--- config.mk ---
export PLATFORM = sky130hd
export DESIGN_NAME = sig_halt_port
export DESIGN_NICKNAME = d
export VERILOG_FILES = /design/src/rtl/sig_halt_port.sv
export SDC_FILE = /design/constraint.sdc
export NUM_CORES = 1
export LEC_CHECK = 0
export CAP_MARGIN = 25
export CORE_ASPECT_RATIO = 0.75
export CORE_MARGIN = 1.5
export CORE_UTILIZATION = 45
export CTS_BUF_LIST = sky130_fd_sc_hd__clkbuf_2
export DETAILED_ROUTE_END_ITERATION = 10
export HOLD_SLACK_MARGIN = 0.12
export PLACE_DENSITY = 0.78
export SYNTH_ARGS = -nofsm -noshare
export SYNTH_HDL_FRONTEND = slang
export SYNTH_SLANG_ARGS = --single-unit
--- constraint.sdc ---
create_clock -name clk -period 4.9 [get_ports clk]
set_clock_uncertainty 0.2 [all_clocks]
set_input_delay 0.735 -clock clk [delete_from_list [all_inputs] [get_ports clk]]
set_output_delay 0.735 -clock clk [all_outputs]
set_load 0.05 [all_outputs]
--- src/rtl/sig_halt_port.sv ---
// Signature capture FIFO and halt generator on the data-memory store path.
// Optional watchdog enabled by defining SIG_TIMEOUT_EN.
`timescale 1ns/1ps
module sig_halt_port #(
    parameter logic [31:0] SIG_ADDR       = 32'h0000_0F00,
    parameter logic [31:0] HALT_ADDR      = 32'h0000_0F04,
    parameter logic [31:0] HALT_VALUE     = 32'hCAFE_BEEF,
    parameter int          DEPTH          = 8,
    parameter int          TIMEOUT_CYCLES = 500
) (
    input  logic        clk,
    input  logic        rst,
    input  logic        st_en,
    input  logic [31:0] st_addr,
    input  logic [31:0] st_data,
    output logic        sig_valid,
    output logic [31:0] sig_data,
    input  logic        sig_ready,
    output logic [15:0] sig_count,
    output logic        overflow,
    output logic        halt,
    output logic        timeout
);
    localparam int AW = $clog2(DEPTH);
    localparam logic [AW-1:0] PTR_ONE  = 1;
    localparam logic [AW:0]   OCC_ONE  = 1;
    localparam logic [AW:0]   OCC_FULL = DEPTH[AW:0];
    localparam logic [31:0]   TO_LIMIT = TIMEOUT_CYCLES[31:0];

    typedef enum logic [1:0] {
        ST_RUN    = 2'd0,
        ST_DRAIN  = 2'd1,
        ST_HALTED = 2'd2
    } state_t;

    state_t        state_q, state_d;
    logic [AW-1:0] wr_ptr_q, wr_ptr_d, rd_ptr_q, rd_ptr_d;
    logic [AW:0]   occ_q, occ_d, occ_left_s;
    logic          sig_valid_q, sig_valid_d;
    logic [31:0]   sig_data_q, sig_data_d;
    logic [15:0]   sig_count_q, sig_count_d;
    logic          overflow_q, overflow_d;
    logic          halt_q, halt_d;
    logic [31:0]   mem_q [DEPTH];
    logic          pop_s, push_req_s, push_s, full_s, halt_req_s, to_hit_s;

`ifdef SIG_TIMEOUT_EN
    logic [31:0] to_cnt_q, to_cnt_d;
    logic        timeout_q, timeout_d;

    // Watchdog: counts cycles until the block halts.
    always_comb begin
        to_cnt_d  = to_cnt_q;
        timeout_d = timeout_q;
        to_hit_s  = 1'b0;
        if (state_q != ST_HALTED) begin
            to_cnt_d = to_cnt_q + 32'd1;
            if (to_cnt_d == TO_LIMIT) begin
                to_hit_s  = 1'b1;
                timeout_d = 1'b1;
            end else begin
                to_hit_s  = 1'b0;
            end
        end else begin
            to_cnt_d = to_cnt_q;
        end
    end

    // Watchdog registers.
    always_ff @(posedge clk) begin
        if (rst) begin
            to_cnt_q  <= 32'd0;
            timeout_q <= 1'b0;
        end else begin
            to_cnt_q  <= to_cnt_d;
            timeout_q <= timeout_d;
        end
    end

    assign timeout = timeout_q;
`else
    logic unused_to_limit_s;
    assign unused_to_limit_s = ^TO_LIMIT;
    assign to_hit_s = 1'b0;
    assign timeout  = 1'b0;
`endif

    // FIFO bookkeeping, head register and halt state machine next-state.
    always_comb begin
        pop_s      = sig_valid_q & sig_ready;
        push_req_s = st_en & (st_addr == SIG_ADDR) & (state_q == ST_RUN);
        halt_req_s = st_en & (st_addr == HALT_ADDR) & (st_data == HALT_VALUE);
        full_s     = (occ_q == OCC_FULL);
        push_s     = push_req_s & (~full_s | pop_s);

        wr_ptr_d    = push_s ? wr_ptr_q + PTR_ONE : wr_ptr_q;
        rd_ptr_d    = pop_s ? rd_ptr_q + PTR_ONE : rd_ptr_q;
        occ_left_s  = pop_s ? occ_q - OCC_ONE : occ_q;
        occ_d       = push_s ? occ_left_s + OCC_ONE : occ_left_s;
        overflow_d  = overflow_q | (push_req_s & ~push_s);

        if (push_s && (sig_count_q != 16'hFFFF)) begin
            sig_count_d = sig_count_q + 16'd1;
        end else begin
            sig_count_d = sig_count_q;
        end

        // A word pushed into an empty FIFO only becomes visible a cycle later.
        sig_valid_d = (occ_q != {(AW+1){1'b0}}) & (occ_d != {(AW+1){1'b0}});
        if (occ_left_s != {(AW+1){1'b0}}) begin
            sig_data_d = mem_q[rd_ptr_d];
        end else if (push_s) begin
            sig_data_d = st_data;
        end else begin
            sig_data_d = sig_data_q;
        end

        case (state_q)
            ST_RUN: begin
                if (halt_req_s || to_hit_s) begin
                    state_d = ST_DRAIN;
                end else begin
                    state_d = ST_RUN;
                end
            end
            ST_DRAIN: begin
                if (occ_d == {(AW+1){1'b0}}) begin
                    state_d = ST_HALTED;
                end else begin
                    state_d = ST_DRAIN;
                end
            end
            ST_HALTED: state_d = ST_HALTED;
            default:   state_d = ST_RUN;
        endcase
        halt_d = (state_d == ST_HALTED);
    end

    // Control and output registers.
    always_ff @(posedge clk) begin
        if (rst) begin
            state_q     <= ST_RUN;
            wr_ptr_q    <= {AW{1'b0}};
            rd_ptr_q    <= {AW{1'b0}};
            occ_q       <= {(AW+1){1'b0}};
            sig_valid_q <= 1'b0;
            sig_data_q  <= 32'd0;
            sig_count_q <= 16'd0;
            overflow_q  <= 1'b0;
            halt_q      <= 1'b0;
        end else begin
            state_q     <= state_d;
            wr_ptr_q    <= wr_ptr_d;
            rd_ptr_q    <= rd_ptr_d;
            occ_q       <= occ_d;
            sig_valid_q <= sig_valid_d;
            sig_data_q  <= sig_data_d;
            sig_count_q <= sig_count_d;
            overflow_q  <= overflow_d;
            halt_q      <= halt_d;
        end
    end

    // FIFO storage; contents are abandoned on reset via the pointers.
    always_ff @(posedge clk) begin
        if (push_s) begin
            mem_q[wr_ptr_q] <= st_data;
        end
    end

    assign sig_valid = sig_valid_q;
    assign sig_data  = sig_data_q;
    assign sig_count = sig_count_q;
    assign overflow  = overflow_q;
    assign halt      = halt_q;
endmodule
* Word-level counts from Yosys, hierarchy flattened
Memories as Yosys holds them, arrays and structs flattened.
Index checks and enable logic that the tools add are counted.
** Word-level totals
- Bits in registers :: 63
- Bits in latches :: 0
- Bits in writable memories :: 256
- Memory bits (read-only) :: 0
- Bits of input ports :: 68
- Output and inout port bits :: 52
- Logic and storage cells :: 52
- Memories :: 1
** Operators by class
- Add/subtract/negate cells :: 5
- $mul :: 0
- Divide/modulo/power cells :: 0
- $lt $le $gt $ge :: 0
- Equality and inequality tests :: 8
- Shift operators :: 0
- Muxes and demuxes :: 10
- Bitwise gates (word level) :: 12
- Reductions and logical operators :: 7
** Memories
- mem_q :: words 8, bits a word 32, read ports 1, clocked after Yosys merged registers in 0, wr ports 1, line 44 : logic [31:0] mem_q [DEPTH];
** Operators with widths (number)
- 32-bit by 12-bit equality test with 1-bit output (second input constant) :: 2
- 32-bit 2-to-1 mux :: 2
- 32-bit equality test (second input constant) :: 1
- 16-bit by 1-bit adder with 16-bit output (second input constant) :: 1
- 16-bit inequality test (second input constant) :: 1
- 4-bit nonzero test :: 3
- 1-bit AND :: 8
- 4-bit 2-to-1 mux :: 2
- 3-bit by 1-bit adder with 3-bit output (second input constant) :: 2
- 2-bit one-hot mux with 3 select lines :: 1
- 4-bit by 1-bit adder with 4-bit output (second input constant) :: 1
- 2-bit equality test (second input constant) :: 2
- 4-bit equality test (second input constant) :: 1
- 4-bit zero test :: 1
- 4-bit by 1-bit subtractor with 4-bit output (second input constant) :: 1
- 1-bit 2-to-1 mux :: 3
- 3-bit 2-to-1 mux :: 1
- 2-bit by 1-bit equality test with 1-bit output (second input constant) :: 1
- 2-bit zero test :: 1
- 2-bit 2-to-1 mux :: 1
- 1-bit inverter :: 2
- 1-bit bitwise OR :: 2
- 2-bit nonzero test :: 1
- 1-bit logical AND :: 1

* Longest topological paths before layout
Gate-level depths: netlist of run 1.
- Depth in word-level cells :: 9
- Depth in mapped cells :: 10
- Gate-level depth less buffers :: 10

* Worst setup path after synthesis of run 1
No wires, ideal clock.
- Kind :: in2reg
- Start point :: input st_addr[13]
- End point :: memory mem_q[0][0] (enable)
- Setup time :: 461 ps
- Data arrival time :: 4092 ps
- Data required time :: 4239 ps
- Setup slack :: 147 ps
- Stages :: 5
- Path buffers :: 0
- Path through :: or4_1 nor3_2 and4bb_2 nand2b_1 nor3_1
** Between the ends
- Cells in the longest elaborated chain, start to end :: 6
** Ends and longest elaborated chain
- start: declaration :: line 14 : input logic [31:0] st_addr,
- 32-bit by 12-bit equality test with 1-bit output :: line 91 : push_req_s = st_en & (st_addr == SIG_ADDR) & (state_q == ST_RUN);
- 1-bit AND (2 in series) :: line 91
- 1-bit AND :: line 94 : push_s = push_req_s & (~full_s | pop_s);
- 1-bit 2-to-1 mux :: line 166 : if (push_s) begin
- 1-bit 2-to-1 mux (implied by the code) :: line 167 : mem_q[wr_ptr_q] <= st_data;
- end: declaration :: line 44
No other way between the ends.

* Final worst setup path of run 1
- Start point :: register occ_q[0]
- End point :: memory mem_q[1][20] (enable)
** Between the ends
- Cells in the longest elaborated chain, start to end :: 6
** Ends and longest elaborated chain
- start: declaration :: line 38 : logic [AW:0] occ_q, occ_d, occ_left_s;
- start signal: assignment :: line 145 : occ_q <= {(AW+1){1'b0}};
- 4-bit equality test :: line 93 : full_s = (occ_q == OCC_FULL);
- 1-bit inverter :: line 94
- 1-bit bitwise OR :: line 94
- 1-bit AND :: line 94
- 1-bit 2-to-1 mux :: line 166
- 1-bit 2-to-1 mux (implied by the code) :: line 167
No other way between the ends.

==> impl_results.md, run 1 <==
- Status: completed
- Total track usage: 19.14%
- Ys flop type: edfxtp_1
- Distinct cells, synth: 45
- CP arrival: 3.65 ns
- Power Total: 0.004680 W
- RD Place Congestion: 0.7958
- Min setup slack post-route: approximately 1.6 ns
- Clock buffer depth: 3
- TNS Setup: 0 ns
- I/O pins: 120
- DRC: 0
- Slowest stage delay, CP: 0.57 ns
- WL/cell: between 20 and 25 um
- Crit start category: register
- Antenna-violating nets left: 0
- Worst-margin pin slew: 0.7867 ns
- GRT overflow: 0
- Height of the die: ~150 um
- Clock slew at reported path FFs: 0.12 ns
- Largest net degree at the start of global routing: 66
- Synth Cell Area: 0.01278 mm2
- Worst-Skew Late Latency: 0.87 ns
- Drt initial violations: 564
- DP Worst Slack: 0.9604 ns
- Final Critical Period: ~3.3 ns
- Routed wire length: 27440 um
- Hold-fix buffers, CTS: 1
- Vias per cell: 5.493
- Slowest CP cell: nor2_4
- Number of flops mapped to enable cells by yosys: 256
- Final core utilization: 54.35%
- Critical path data required time: about 5.2 ns
- CP Capture Type: register
- WHS: 0.2784 ns
- Cts repair resizes: 0
- Post-Syn Nets: 823
- Port Buffers: 118
- Endpoints failing setup: 0
- Final hold vios: 0
- Yosys reg bits: 319
- Vias in the first global route: 7490
- Avg Inst Size Synth: 17.08 um2
- Peak VDD IR: 0.1635 mV
- CP cell instances: inv_1 -> ha_1 -> nor2b_1 -> a31oi_1 -> and4bb_2 -> nand2b_1 -> nor2_4 -> buf_12
- Sequential share of the synthesized area: 70.03%
- CTS tree: done
- Worst slew margin: 47.56%
- Fin nets: 994
- Synth warn: 0
- Initial antenna violation count: 1
- First-pass GRT wire length: 42360 um
- LEAKAGE: 4.798 nW
- Max Slew Vio Count: 0
- Total CTS buffers: 75
- Area Growth Syn to Fin: 19.02%
- First-pass DRT Iterations: 7
- Hold WC Path Type: reg -> reg
- Final HPWL DP: around 16000 um
- Clk sink count: 319
- Ys async rst share: 0%
- CTS H-Tree Depth: 3
- RSZ-0062 raised after global routing: false
- Initial Utilization: between 40% and 50%
- Mapped Cells: 748
- Vias: roughly 7500
- Fin crit share: roughly 68%
- # rows: 53
- Post-CTS Setup Inserts: 0
- Core box area: 0.02798 mm2
- Layout cells sized above 1: approximately 22%
- Peak Freq: between 300 and 400 MHz
- Die X-Extent: 197.6 um
- Root Buffer: clkbuf_2
- PwrDens: 307.7 mW/mm2
- Crit-path max FO: 19
- Kind of critical path: reg -> reg
- Max cap viols: 0
- Die area: 0.02943 mm2
[power by group]
part / internal (W) / total (W) / leakage, nW / switching, W
combinational: 0.0000510 / 0.000110 / 1.47 / 0.0000593
clock: 0.000631 / 0.00165 / 0.523 / 0.00102
sequential: 0.00292 / 0.00292 / 2.81 / 0.000000000000162
[metrics by stage]
stage	std cells	cell area, um2
global route	1364	15210
CTS	1363	15210
finish	1364	15210
global placement	1226	14540
detailed placement	1226	14540
floorplan	748	12780
[logic make-up (layout without fill, tap and decap cells)]
kind of cell,count (synthesis),count (layout),share of synthesized area (%)
adder cells (fa/ha/maj),7,7,0.6854
AO/OA/AOI/OAI,96,96,5.287
other,1,2,0.02935
buffers and inverters,51,281,1.723
AND/OR/NAND/NOR,156,156,6.903
multiplexers,101,101,14.18
flip-flops,319,319,70.03
XOR/XNOR,17,17,1.165
[placed cells by master (no fill, tap or decap), types with 11 or more instances in the layout]
| cell | instances |
|---|---|
| a21oi_1 | 11 |
| nand2_1 | 16 |
| nor2b_1 | 35 |
| clkinv_1 | 16 |
| mux2i_1 | 36 |
| buf_4 | 13 |
| clkbuf_2 | 118 |
| clkdlybuf4s50_1 | 117 |
| dfxtp_1 | 63 |
| nor2_1 | 26 |
| nand4_1 | 11 |
| edfxtp_1 | 256 |
| nand3_1 | 12 |
| mux4_2 | 64 |
| a211oi_1 | 65 |
[flip-flops by register name, indices dropped and copies added (netlist names)]
signal     cells
mem_q        256
sig_data      32
sig_count     16
occ_q          4
rd_ptr_q       3
wr_ptr_q       3
state_q        2
halt           1
overflow       1
sig_valid      1
[final cells by class]
class	instances	area [um2]
repair buffers	137	1384
well taps	385	481.7
multi-input cells	378	3704
inverters	8	30.03
clock buffers	118	590.6
flip-flops and latches	319	8949
clock inverters	18	68.82
fillers	2283	12770
diodes	1	2.502
[final timing paths]
| path | start | to | slack (ns) | cells past startpoint |
|---|---|---|---|---|
| setup / recovery | occ_q[0]$_SDFF_PP0_ | mem_q[1][20]$_DFFE_PP_ | 1.58 | 8 |
| hold / removal | overflow$_SDFF_PP0_ | overflow$_SDFF_PP0_ | 0.28 | 2 |
| setup reg to reg | occ_q[0]$_SDFF_PP0_ | mem_q[1][20]$_DFFE_PP_ | 1.58 | 8 |
| hold reg to reg | overflow$_SDFF_PP0_ | overflow$_SDFF_PP0_ | 0.28 | 2 |
[synthesized netlist by cell type, types with 2 or more instances]
cell | number | area (um2)
xnor2_1 | 8 | 70.07
o32ai_1 | 2 | 17.52
nand2_1 | 16 | 60.06
nand4_1 | 11 | 68.82
nor4_1 | 9 | 56.30
edfxtp_1 | 256 | 7687
nand4bb_1 | 2 | 22.52
xor2_1 | 9 | 78.83
nand3_1 | 12 | 60.06
or3_1 | 7 | 43.79
clkbuf_1 | 28 | 105.1
nand2b_1 | 5 | 31.28
and3_1 | 4 | 25.02
a211oi_1 | 65 | 488.0
inv_1 | 8 | 30.03
and2_1 | 3 | 18.77
nor3_1 | 7 | 35.03
nand4b_1 | 6 | 52.55
a21oi_1 | 11 | 55.05
buf_2 | 11 | 55.05
o21ai_0 | 9 | 45.04
mux4_2 | 64 | 1441
dfxtp_1 | 63 | 1261
buf_4 | 4 | 30.03
mux2i_1 | 37 | 370.4
ha_1 | 7 | 87.58
nor2b_1 | 35 | 219.0
nor2_1 | 32 | 120.1
[metal layers]
layer,part of all wire [%],global-route usage [%]
met2,48,30.04
met1,44,26.16
met5,0,0
met3,6.3,4.680
met4,1.8,6.985
[worst max-delay path, delay by kind of cell (launching register included)]
kind	cells	cell delay (ns)
and+or+nand+nor	4	1.35
AOI/OAI and AO/OA	1	0.27
adders and majority gates	1	0.22
DFF	1	0.50
buffers and inverters	2	0.43
No activity file was read; power rests on OpenSTA's default activity.
==> run 2: changes to the inputs <==
==> constraint.sdc (replaced) <==
create_clock -name clk -period 2.8 [get_ports clk]
set_clock_uncertainty 0.2 [all_clocks]
set_input_delay 0.42 -clock clk [delete_from_list [all_inputs] [get_ports clk]]
set_output_delay 0.42 -clock clk [all_outputs]
set_load 0.05 [all_outputs]
==> run 2 against run 1 <==
Against the previous run: sequential share of layout area decreased by 4.6 points; via count grew 7.5%; flip-flop and latch count unchanged; maximum frequency is 24% higher; highest routed layer unchanged; critical path type unchanged; hold slack worse by 0.045 ns; clock power increased by 92%; largest cell class unchanged; register-to-register slack worse by 1.5 ns.
==> impl_results.md, run 2 (synthesized netlist as in run 1, its figures left out) <==
- Status: completed
- Worst r2r path cells: 10
- Busiest grt layer: met2
- Area Growth Syn to Fin: 29.22%
- Initial antenna violation count: 0
- Grt met3 use: under 10%
- Root Buffer: clkbuf_2
- GRT overflow: 0
- Core box area: 0.02798 mm2
- PwrDens: 517.1 mW/mm2
- P_int: 0.006574 W
- TNS Setup: 0 ns
- Fin crit share: 95.78%
- Layout cells sized above 1: 28.77%
- Largest register FFs: 256
- DP Worst Slack: -0.4529 ns
- Fin area: 0.01651 mm2
- Port Buffers: 118
- # rows: between 50 and 60
- Gate power share: 3.1%
- Switching power total: 0.001965 W
- Grt met2 use: 33.27%
- Max cap viols: 0
- Clock slew at reported path FFs: 0.12 ns
- Peak VDD IR: around 0.36 mV
- Final hold vios: 0
- CP Capture Type: register
- Crit-path max FO: 3
- Max Slew Vio Count: 0
- Vias per cell: 5.415
- Reg2Reg Setup Slack: 0.12 ns
- I/O pins: 120
- Worst-Skew Late Latency: 0.88 ns
- Reg2reg start: occ_q[0]$_SDFF_PP0_
- Worst-margin pin slew: ~0.54 ns
- Most common cell after layout, fill and taps aside: edfxtp_1
- CP arrival: 3.24 ns
- CTS tree: done
- WL/cell: 20.21 um
- Sw frac: 23.01%
- Endpoints failing setup: 0
- Fill count: 2181
- Critical path data required time: 3.36 ns
- Clock buffer depth: 3
- Clk sink count: 319
- First-pass GRT wire length: around 47000 um
- First-pass DRT Iterations: 6
- Antenna-violating nets left: 0
- RD Place Congestion: 0.8322
- Critical Path Sink: state_q[1]$_SDFF_PP0_
- Final Critical Period: around 2.7 ns
- Final HPWL DP: 20080 um
- Kind of critical path: reg -> reg
- Drt initial violations: 681
- GR Layer Usage met1: 29.42%
- Die X-Extent: 197.6 um
- Worst setup startpoint: occ_q[0]$_SDFF_PP0_
- Min setup slack post-route: approximately 0.12 ns
- Worst slew margin: between 60% and 70%
- RSZ-0062 raised after global routing: false
- WHS: 0.2337 ns
- Routed wire length: 30050 um
- Total CTS buffers: 76
- Vias in the first global route: 8250
- Clk pwr share: 37.2%
- Initial Utilization: 45.66%
- Placed inst area: 0.01544 mm2
- Total track usage: 21.23%
- Largest net degree at the start of global routing: slightly above 50
- Reg2reg end: state_q[1]$_SDFF_PP0_
- Die area: ~0.029 mm2
- LEAKAGE: 5.648 nW
- Most frequent cells in the layout: 256 x edfxtp_1, 109 x clkbuf_2, 95 x clkdlybuf4s50_1
- Height of the die: 148.9 um
- Most flop-heavy register: mem_q
- DRC: 0
- CTS H-Tree Depth: 3
- Fin nets: 1117
- Hold WC Path Type: in -> reg
- Antenna diodes: 0
- Crit start category: register
- Sequential Power Share: ~60%
- Final core utilization: 59.00%
- Peak Freq: around 370 MHz
- Vias: 8052
==> run 2: worst min-delay path by stage <==
stage                               from                   endpoint  slack (ns)  depth (start not counted)
2_1_floorplan   wr_ptr_q[2]$_SDFFE_PP0P_   wr_ptr_q[2]$_SDFFE_PP0P_        0.29                          2
3_3_place_gp         overflow$_SDFF_PP0_        overflow$_SDFF_PP0_        0.26                          2
3_5_place_dp   sig_count[1]$_SDFFE_PP0P_  sig_count[1]$_SDFFE_PP0P_        0.28                          2
4_1_cts                      st_data[24]     mem_q[1][24]$_DFFE_PP_        0.13                          2
5_1_grt                      st_data[24]     mem_q[3][24]$_DFFE_PP_        0.16                          2
6_report                     st_data[24]     mem_q[3][24]$_DFFE_PP_        0.23                          2
==> run 2: power by group through the flow <==
stage,registers [W],clock network (W),logic (W)
2_1_floorplan,0.00521,0,0.0000252
3_3_place_gp,0.00521,0,0.000225
3_5_place_dp,0.00521,0,0.000229
4_1_cts,0.00510,0.00327,0.000263
5_1_grt,0.00510,0.00351,0.000281
6_report,0.00510,0.00317,0.000263
==> run 2: final cells by class <==
| cell class | count | area, um2 | area share, % |
|---|---|---|---|
| repair buffers | 259 | 2589 | 15.68 |
| clock buffers | 109 | 545.5 | 3.304 |
| well taps | 385 | 481.7 | 2.917 |
| flip-flops and latches | 319 | 8950 | 54.20 |
| multi-input cells | 378 | 3719 | 22.52 |
| clock inverters | 29 | 197.7 | 1.197 |
| inverters | 8 | 30.03 | 0.1819 |
==> run 2: layer usage <==
metal,vias up,wire [um],part of all wire [%]
met1,4007,13210,44
met5,-,0,0
met4,0,444,1.5
met2,344,14050,47
li1,3651,-,-
met3,50,2346,7.8
==> run 2: what timing repair did <==
item / 4_1_cts / 5_1_grt
hold buffers: 30 / 0
gates resized for setup: 19 / 11
gates cloned: 0 / 0
hold endpoints to repair: 260 / 0
setup endpoints to repair: 19 / 9
buffers inserted: 0 / 1
==> run 2: metrics by stage <==
stage                     total power, W  std cells
final                           0.008538       1487
after CTS                       0.008639       1486
after global placement          0.005436       1318
after global routing            0.008893       1487
after detailed placement        0.005440       1318
after floorplan                 0.005238        748
==> run 2: critical path, cell delays in order, from the launching register on <==
cell and delay [ns]:
dfxtp_1 0.36, inv_1 0.06, ha_1 0.32, o21ai_2 0.18
ha_2 0.23, xor2_1 0.07, o32a_1 0.30, a21oi_2 0.13
mux2i_1 0.10, or4b_1 0.50, o32ai_1 0.14
==> run 3: changes to the inputs <==
--- a/config.mk
+++ b/config.mk
@@ -8,11 +8,11 @@
 export CAP_MARGIN = 25
 export CORE_ASPECT_RATIO = 0.75
 export CORE_MARGIN = 1.5
-export CORE_UTILIZATION = 45
+export CORE_UTILIZATION = 46
 export CTS_BUF_LIST = sky130_fd_sc_hd__clkbuf_2
 export DETAILED_ROUTE_END_ITERATION = 10
 export HOLD_SLACK_MARGIN = 0.12
-export PLACE_DENSITY = 0.78
+export PLACE_DENSITY = 0.79
 export SYNTH_ARGS = -nofsm -noshare
 export SYNTH_HDL_FRONTEND = slang
 export SYNTH_SLANG_ARGS = --single-unit
==> run 3 against run 2 <==
Against the previous run: hold slack worse by 0.017 ns; flip-flop and latch count unchanged; global-route usage shrank 0.16 points; first-iteration DRC count is 25% lower; cell area up 0.73%; via count decreased by 0.17%; largest power group unchanged; highest routed layer unchanged.
==> impl_results.md, run 3 (synthesized netlist as in run 1, its figures left out) <==
- Status: completed
- Worst-Skew Late Latency: ~0.87 ns
- Final HPWL DP: between 15000 and 20000 um
- Total track usage: 21.06%
- I/O pins: 120
- Area Growth Syn to Fin: 30.16%
- CTS H-Tree Depth: 3
- CP arrival: 3.26 ns
- Largest register FFs: 256
- DRC: 0
- Worst r2r path cells: 10
- CTS tree: done
- Height of the die: 147.3 um
- Crit start category: register
- Placed inst area: 0.01549 mm2
- CP Capture Type: register
- Max cap viols: 0
- First-pass GRT wire length: 45830 um
- Final core utilization: 61.30%
- Fill count: 1980
- Reg2reg end: halt$_SDFF_PP0_
- Final Critical Period: 2.676 ns
- WL/cell: 20.18 um
- Crit-path max FO: 3
- Drt initial violations: 509
- Vias: roughly 8000
- Critical path data required time: 3.38 ns
- Fin crit share: 95.57%
- Peak VDD IR: 0.2837 mV
- Die X-Extent: ~200 um
- Reg2reg start: occ_q[1]$_SDFF_PP0_
- Clk sink count: 319
- Most flop-heavy register: mem_q
- Slowest stage delay, CP: roughly 0.50 ns
- Fin nets: 1122
- Fin area: 0.01663 mm2
- Peak Freq: 373.7 MHz
- WHS Path Cells: 5
- # rows: 52
- Port Buffers: 118
- Total CTS buffers: 77
- DP Worst Slack: -0.4215 ns
- GRT overflow: 0
- Hold WC Path Type: in -> reg
- Initial Utilization: a little under half
- Root Buffer: clkbuf_2
- Vias per cell: 5.490
- Core box area: 0.02713 mm2
- Worst-margin pin slew: 0.5401 ns
- Die area: between 0.02 and 0.03 mm2
- Clock buffer depth: 3
- First-pass DRT Iterations: 5
- RD Place Congestion: 0.8105
- Reg2Reg Setup Slack: around 0.12 ns
- Min setup slack post-route: 0.1240 ns
- Layout cells sized above 1: 29.34%
- Largest net degree at the start of global routing: 47
- Vias in the first global route: a little over 8000
- LEAKAGE: 5.741 nW
- Most common cell after layout, fill and taps aside: edfxtp_1
- Critical Path Sink: halt$_SDFF_PP0_
- Worst slew margin: 63.88%
- Final hold vios: 0
- Endpoints failing setup: 0
- Max Slew Vio Count: 0
- Routed wire length: between 20000 and 30000 um
- CP cell instances: inv_1 -> ha_1 -> o21ai_2 -> ha_2 -> xor2_1 -> o32a_1 -> a21oi_1 -> mux2i_1 -> or4b_1 -> o32ai_1
- Slowest CP cell: or4b_1
- Kind of critical path: reg -> reg
- PwrDens: roughly 520 mW/mm2
- Initial antenna violation count: 1
- Clock slew at reported path FFs: 0.10 ns
- Most frequent cells in the layout: 256 x edfxtp_1, 118 x clkbuf_2, 96 x clkdlybuf4s50_1
- Worst setup startpoint: occ_q[1]$_SDFF_PP0_
- Antenna-violating nets left: 0
run 3: area by class of cell:
type / instances / area, um2 / share of cell area [%]
clock buffer: 118 / 590.6 / 3.551
antenna: 2 / 5.005 / 0.03009
multi-input combinational: 378 / 3704 / 22.27
tap: 351 / 439.2 / 2.640
sequential: 319 / 8951 / 53.82
timing repair buffer: 263 / 2701 / 16.24
clock inverter: 25 / 211.5 / 1.271
inverter: 8 / 30.03 / 0.1805
run 3: worst min-delay path by stage:
stage / to / start / slack, ns
after floorplan: wr_ptr_q[2]$_SDFFE_PP0P_ / wr_ptr_q[2]$_SDFFE_PP0P_ / 0.29
after global placement: overflow$_SDFF_PP0_ / overflow$_SDFF_PP0_ / 0.25
after detailed placement: overflow$_SDFF_PP0_ / overflow$_SDFF_PP0_ / 0.30
after CTS: overflow$_SDFF_PP0_ / st_addr[2] / 0.12
after global routing: overflow$_SDFF_PP0_ / st_addr[2] / 0.15
final: overflow$_SDFF_PP0_ / st_addr[2] / 0.22
run 3: repair_timing:
item,in CTS,in global routing
endpoints found under the hold margin,245,0
setup endpoints to repair,17,12
setup buffers,0,1
resized for setup,17,9
hold buffers,31,0
run 3: per-layer routing:
layer  wire [um]  GRT usage, %  vias up
met5           0             0        -
met4         573         7.287        0
met1       12910         28.99     4016
met2       13800         32.75      306
met3        2259         5.510       52
li1            -             -     3664
run 3: critical path, delay by kind of cell (launching register included):
kind                       cells  cell delay, ns
muxes                          1            0.13
and+or+nand+nor                1            0.50
xor gates and xnor gates       1            0.08
AOI/OAI and AO/OA              4            0.75
adders and majority gates      2            0.52
DFF                            1            0.35
buffers and inverters          1            0.06
run 3: stage by stage:
| step | power [W] | std cells | TNS, ns | hold slack (ns) |
|---|---|---|---|---|
| 3_5_place_dp | 0.005439 | 1287 | -101.35 | 0.2951 |
| 6_report | 0.008708 | 1464 | 0 | 0.2166 |
| 4_1_cts | 0.008822 | 1461 | 0 | 0.1214 |
| 3_3_place_gp | 0.005433 | 1287 | -89.84 | 0.2535 |
| 5_1_grt | 0.009081 | 1463 | -0.002402 | 0.1544 |
| 2_1_floorplan | 0.005238 | 748 | -77.68 | 0.2919 |
run 3: power by group:
part           leakage (nW)  internal, W      switching (W)  total, W
clock network         0.590      0.00150            0.00185   0.00334
registers              2.81      0.00510  0.000000000000275   0.00510
logic                  2.34     0.000145           0.000118  0.000263
